--- config.mk ---
export PLATFORM = sky130hd
export DESIGN_NAME = addition_normalizer
export DESIGN_NICKNAME = d
export VERILOG_FILES = /design/src/rtl/addition_pkg.sv /design/src/rtl/addition_normalizer.sv
export SDC_FILE = /design/constraint.sdc
export NUM_CORES = 1
export LEC_CHECK = 0
export CAP_MARGIN = 10
export CORE_ASPECT_RATIO = 1.5
export CORE_MARGIN = 8
export CORE_UTILIZATION = 55
export DETAILED_ROUTE_END_ITERATION = 16
export DONT_BUFFER_PORTS = 1
export GPL_ROUTABILITY_DRIVEN = 0
export PLACE_DENSITY_LB_ADDON = 0.1
export RECOVER_POWER = 25
export SKIP_LAST_GASP = 1
export SYNTH_ARGS = -nofsm -noshare
export SYNTH_HDL_FRONTEND = slang
export SYNTH_SLANG_ARGS = --single-unit
--- constraint.sdc ---
create_clock -name clk -period 3.6 [get_ports clk]
set_input_delay 0.36 -clock clk [delete_from_list [all_inputs] [get_ports clk]]
set_output_delay 0.36 -clock clk [all_outputs]
set_load 0.005 [all_outputs]
--- src/rtl/addition_pkg.sv ---
// Shared definitions for the single-precision adder pipeline stages.
package addition_pkg;

  localparam int unsigned MENT_WIDTH_DEFAULT = 23;
  localparam int unsigned EXPO_WIDTH_DEFAULT = 8;
  localparam logic [EXPO_WIDTH_DEFAULT-1:0] EXPO_MAX = '1;

  typedef enum logic [1:0] {
    IDLE  = 2'd0,
    CHECK = 2'd1,
    SHIFT = 2'd2,
    DONE  = 2'd3
  } state_e;

endpackage

--- src/rtl/addition_normalizer.sv ---
// Post-addition normalization: carry right-shift or iterative left-shift to
// restore the hidden bit, with zero/overflow/underflow status.
module addition_normalizer
  import addition_pkg::*;
#(
  parameter int unsigned MENT_WIDTH = MENT_WIDTH_DEFAULT,
  parameter int unsigned EXPO_WIDTH = EXPO_WIDTH_DEFAULT
) (
  input  logic                  clk,
  input  logic                  rst,
  input  logic                  in_valid,
  output logic                  in_ready,
  input  logic [MENT_WIDTH+1:0] mant_in,
  input  logic [EXPO_WIDTH-1:0] expo_in,
  input  logic                  sign_in,
  output logic                  out_valid,
  input  logic                  out_ready,
  output logic [MENT_WIDTH-1:0] mant_out,
  output logic [EXPO_WIDTH-1:0] expo_out,
  output logic                  sign_out,
  output logic                  zero_flag,
  output logic                  overflow_flag,
  output logic                  underflow_flag
);

  localparam int unsigned MW = MENT_WIDTH;
  localparam int unsigned EW = EXPO_WIDTH;
  // Exponent kept one bit wider so increment/decrement never wraps.
  localparam logic [EW:0] EXPO_ONES = {1'b0, {EW{1'b1}}};
  localparam logic [EW:0] EXPO_ONE  = (EW+1)'(1);

  state_e state_q, state_d;

  logic [MW+1:0] mant_q, mant_d;
  logic [EW:0]   expo_q, expo_d;
  logic          sign_q, sign_d;
  logic          zero_q, zero_d;
  logic          ovf_q, ovf_d;
  logic          unf_q, unf_d;

  logic [MW+1:0] mant_shl;
  logic [EW:0]   expo_inc;
  logic [EW:0]   expo_dec;
  logic          chk_done;

  assign mant_shl = {mant_q[MW:0], 1'b0};
  assign expo_inc = expo_q + EXPO_ONE;
  assign expo_dec = expo_q - EXPO_ONE;

  // CHECK resolves in one step for zero, carry, normalized and floor cases.
  assign chk_done = (mant_q == '0) || mant_q[MW+1] || mant_q[MW] ||
                    (expo_q <= EXPO_ONE);

  always_ff @(posedge clk or posedge rst) begin
    if (rst) begin
      state_q <= IDLE;
    end else begin
      state_q <= state_d;
    end
  end

  always_comb begin
    state_d = state_q;
    case (state_q)
      IDLE:    if (in_valid) state_d = CHECK;
      CHECK:   state_d = chk_done ? DONE : SHIFT;
      SHIFT:   if (mant_shl[MW] || (expo_dec == EXPO_ONE)) state_d = DONE;
      DONE:    if (out_ready) state_d = IDLE;
      default: state_d = IDLE;
    endcase
  end

  always_comb begin
    in_ready  = (state_q == IDLE);
    out_valid = (state_q == DONE);
  end

  // Working register updates; DONE leaves everything untouched.
  always_comb begin
    mant_d = mant_q;
    expo_d = expo_q;
    sign_d = sign_q;
    zero_d = zero_q;
    ovf_d  = ovf_q;
    unf_d  = unf_q;
    case (state_q)
      IDLE: begin
        if (in_valid) begin
          mant_d = mant_in;
          expo_d = {1'b0, expo_in};
          sign_d = sign_in;
          zero_d = 1'b0;
          ovf_d  = 1'b0;
          unf_d  = 1'b0;
        end
      end
      CHECK: begin
        if (mant_q == '0) begin
          expo_d = '0;
          zero_d = 1'b1;
        end else if (mant_q[MW+1]) begin
          mant_d = mant_q >> 1;
          expo_d = expo_inc;
          if (expo_inc >= EXPO_ONES) begin
            mant_d = '0;
            expo_d = EXPO_ONES;
            ovf_d  = 1'b1;
          end
        end else if (!mant_q[MW] && (expo_q <= EXPO_ONE)) begin
          expo_d = '0;
          unf_d  = 1'b1;
        end
      end
      SHIFT: begin
        mant_d = mant_shl;
        expo_d = expo_dec;
        if (!mant_shl[MW] && (expo_dec == EXPO_ONE)) begin
          expo_d = '0;
          unf_d  = 1'b1;
        end
      end
      default: ;
    endcase
  end

  always_ff @(posedge clk or posedge rst) begin
    if (rst) begin
      mant_q <= '0;
      expo_q <= '0;
      sign_q <= 1'b0;
      zero_q <= 1'b0;
      ovf_q  <= 1'b0;
      unf_q  <= 1'b0;
    end else begin
      mant_q <= mant_d;
      expo_q <= expo_d;
      sign_q <= sign_d;
      zero_q <= zero_d;
      ovf_q  <= ovf_d;
      unf_q  <= unf_d;
    end
  end

  assign mant_out       = mant_q[MW-1:0];
  assign expo_out       = expo_q[EW-1:0];
  assign sign_out       = sign_q;
  assign zero_flag      = zero_q;
  assign overflow_flag  = ovf_q;
  assign underflow_flag = unf_q;

endmodule

==> flow_metrics.env <==
export IMPL_status="finished clean"
export IMPL_min_path_type="primary input to flop"
export IMPL_via_per_inst=6.63
export IMPL_maxSlewHeadroom_pct=33.8
export IMPL_grt_max_degree=49
export IMPL_power_density_mw_per_mm2=1170
export IMPL_cts_sinks=40
export IMPL_reg2reg_depth=7
export IMPL_synthCells=368
export IMPL_crit_slowest_cell="dfrtp_1"
export IMPL_final_cells=393
export IMPL_dp_hpwl_um=6180
export IMPL_synth_seq_cells=40
export IMPL_max_freq_mhz=371
export IMPL_clockRootBuffer="clkbuf_8"
export IMPL_fin_setup_tns_ps=0
export IMPL_leakagePower_nw=1.14
export IMPL_dp_cells=385
export IMPL_cts_buffer_depth=2
export IMPL_p_int_mw=1.62
export IMPL_crit_type="flop to flop"
export IMPL_synthArstFlopShare_pct=100
export IMPL_avgSynthCellArea_sq_um=8.34
export IMPL_clock_latency_ps=290
export IMPL_crit_fanout=12
export IMPL_critPathTopFamily="compound AO/OA/AOI/OAI gates"
export IMPL_antenna_left=0
export IMPL_pwr_share_comb_pct=57.7
export IMPL_ys_warn_count=0
export IMPL_diodes=0
export IMPL_initial_core_util_pct=56.7
export IMPL_htreeDepth=2
export IMPL_synth_area_sq_mm=0.00307
export IMPL_rr_endpoint="underflow_flag"
export IMPL_num_nets_final=370
export IMPL_switching_share_pct=52.7
export IMPL_detail_route_wl_per_cell_um=21.7
export IMPL_post_route_period_util_pct=74.8
export IMPL_yosysSeqAreaShare_pct=32.6
export IMPL_io_pins=75
export IMPL_start_kind="flop"
export IMPL_grt_pass1_vias=2680
export IMPL_yosys_top_cells_area="dfrtp_1 (33%), buf_4 (7.8%), nor2_1 (5.4%)"
export IMPL_clkPwrFrac_pct=8.4
export IMPL_finish_utilization_pct=54.1
export IMPL_die_h_um=107
export IMPL_syn_to_final_growth_pct=-4.69
export IMPL_grt_antenna_before_repair=0
export IMPL_dieWidth_um=77.0
export IMPL_final_hold_viol_count=0
export IMPL_cp_depth=7
export IMPL_p_total_mw=3.43
export IMPL_grt_pass1_wl_um=13800
export IMPL_syn_nets=415
export IMPL_dieArea_sq_mm=0.00828
export IMPL_core_sq_mm=0.00541
export IMPL_grt_ovfl_total=0
export IMPL_fin_skew_ps=7.47
export IMPL_slew_violations=0
export IMPL_num_vias=2606
export IMPL_finalSetupViolCount=0
export IMPL_rows=33
export IMPL_wl_um=8520
export IMPL_drc_errors=0
export IMPL_drt_iter0_drc=240
export IMPL_crit_buf_inv=1
export IMPL_cts_resized=0
export IMPL_synth_top_cell_area_share_pct=32.6
export IMPL_seq_power_share_pct=33.8
export IMPL_cap_viol_max_count=0
export IMPL_r2r_slack_ps=910
export IMPL_whs_path_depth=2
export IMPL_min_to="mant_q[0]"
export IMPL_postCtsHoldBufs=1
export IMPL_fin_crit_ps=2690
export IMPL_firstDrtPassIters=8
export IMPL_yosys_area_top_type="dfrtp_1"
export IMPL_max_vdd_ir_drop_mv=0.556
export IMPL_worstPathRequired_ps=3780
export IMPL_crit_arrival_ps=2870
export IMPL_clkTransAtPathRegs_ps=80
export IMPL_synth_cell_types=61
export IMPL_synth_edf_count=0
export IMPL_max_stage_delay_ps=570
export IMPL_synth_main_ff_cell="dfrtp_1"
export IMPL_post_cts_buffers=0
export IMPL_portBuffers=0
export IMPL_cts_tree="built"
export IMPL_grtUsageTotal_pct=20.6
export IMPL_r2r_start="expo_q[0]"
export IMPL_rsz0062_at_grt="no"
export IMPL_drive_gt1_share_pct=8.36
export IMPL_min_from="mant_in[0]"
export IMPL_cp_end_kind="flop"
export IMPL_cts_inserted_buffers=5
export IMPL_crit_chain="inv_1, ha_1, o41ai_2, nand3_2, o41ai_4, nand4_1, mux2_1"
export IMPL_switchingPower_mw=1.81
export IMPL_tightest_slew_ps=990
## state kept, by name (all words and copies together), names as in the netlist
name	cells
expo_q	9
overflow_flag	1
underflow_flag	1
sign_out	1
state_q	2
zero_flag	1
mant_q	25
## cell families (layout without fill, tap and decap cells)
family                     count (synthesis)  in the layout  synth area share (%)
buffers and inverters                     68             23                  13.0
AOI/OAI and AO/OA                        104            104                  24.0
DFF                                       40             40                  32.6
adders and majority gates                  9              9                  3.67
and+or+nand+nor                          131            131                  21.7
muxes                                      6              6                  2.12
xor gates and xnor gates                  10             10                  2.85
## through the flow
step / hold WS, ps / instance area (sq um) / setup WS [ps]
2_1_floorplan: 489 / 3070 / 1200
3_3_place_gp: 229 / 2840 / 998
3_5_place_dp: 234 / 2840 / 926
4_1_cts: 220 / 2930 / 915
5_1_grt: 215 / 2930 / 665
6_report: 229 / 2930 / 905
## worst max path at each step
stage | startpoint | end
after global routing | expo_q[0] | underflow_flag
after global placement | expo_q[0] | underflow_flag
after floorplan | expo_q[1] | underflow_flag
final | expo_q[0] | underflow_flag
after CTS | expo_q[0] | underflow_flag
after detailed placement | expo_q[0] | underflow_flag
## per-layer routing
| metal | part of all wire (%) | track usage, % | up-vias |
|---|---|---|---|
| li1 | - | - | 1222 |
| met1 | 37 | 20.6 | 1271 |
| met2 | 53 | 38.5 | 88 |
| met3 | 6.2 | 5.18 | 25 |
| met4 | 4.0 | 10.4 | 0 |
| met5 | 0 | 0 | - |
## cell usage after synthesis, drive strengths merged, types with 2 or more instances
cell / instances
or3: 2
nor2: 44
mux2: 4
a22oi: 2
nor4: 7
o221ai: 2
buf: 42
a211o: 2
nor2b: 2
nand3: 12
a211oi: 3
nand4: 4
mux2i: 2
a222oi: 13
a22o: 2
inv: 9
and2: 3
o41ai: 3
xnor2: 9
nand2: 24
nor3: 8
a21oi: 31
dfrtp: 40
ha: 9
nand2b: 5
a31oi: 12
and3: 12
clkbuf: 16
o22ai: 2
nand3b: 4
a41oi: 2
o211ai: 2
o21ai: 19
## power groups by stage
stage | clock network [mW] | logic, mW | registers [mW]
after floorplan | 0 | 1.97 | 0.907
after global placement | 0 | 1.94 | 1.18
after detailed placement | 0 | 1.97 | 1.18
after CTS | 0.297 | 1.98 | 1.17
after global routing | 0.313 | 2.20 | 1.21
final | 0.290 | 1.98 | 1.16
## cell type report
| cell class | count | area (sq um) |
|---|---|---|
| Sequential cell | 40 | 1000 |
| Inverter | 10 | 37.5 |
| Multi-Input combinational cell | 260 | 1670 |
| Fill cell | 543 | 2480 |
| Clock inverter | 1 | 5.00 |
| Timing Repair Buffer | 6 | 47.5 |
| Tap cell | 70 | 87.6 |
| Clock buffer | 6 | 72.6 |
## cell usage in the layout, fill, tap and decap left out, types with 5 or more instances in the layout
master	Yosys	routed
a21oi_1	31	31
a222oi_1	13	13
a31oi_1	12	12
and3_1	12	12
buf_4	32	5
clkbuf_8	0	5
dfrtp_1	40	40
ha_1	9	9
inv_1	9	9
nand2_1	24	24
nand2b_1	5	5
nand3_1	11	11
nor2_1	44	44
nor3_1	8	7
nor4_1	5	5
o21ai_0	18	18
xnor2_1	9	9
Note: power is estimated with default switching activity, not from simulation.
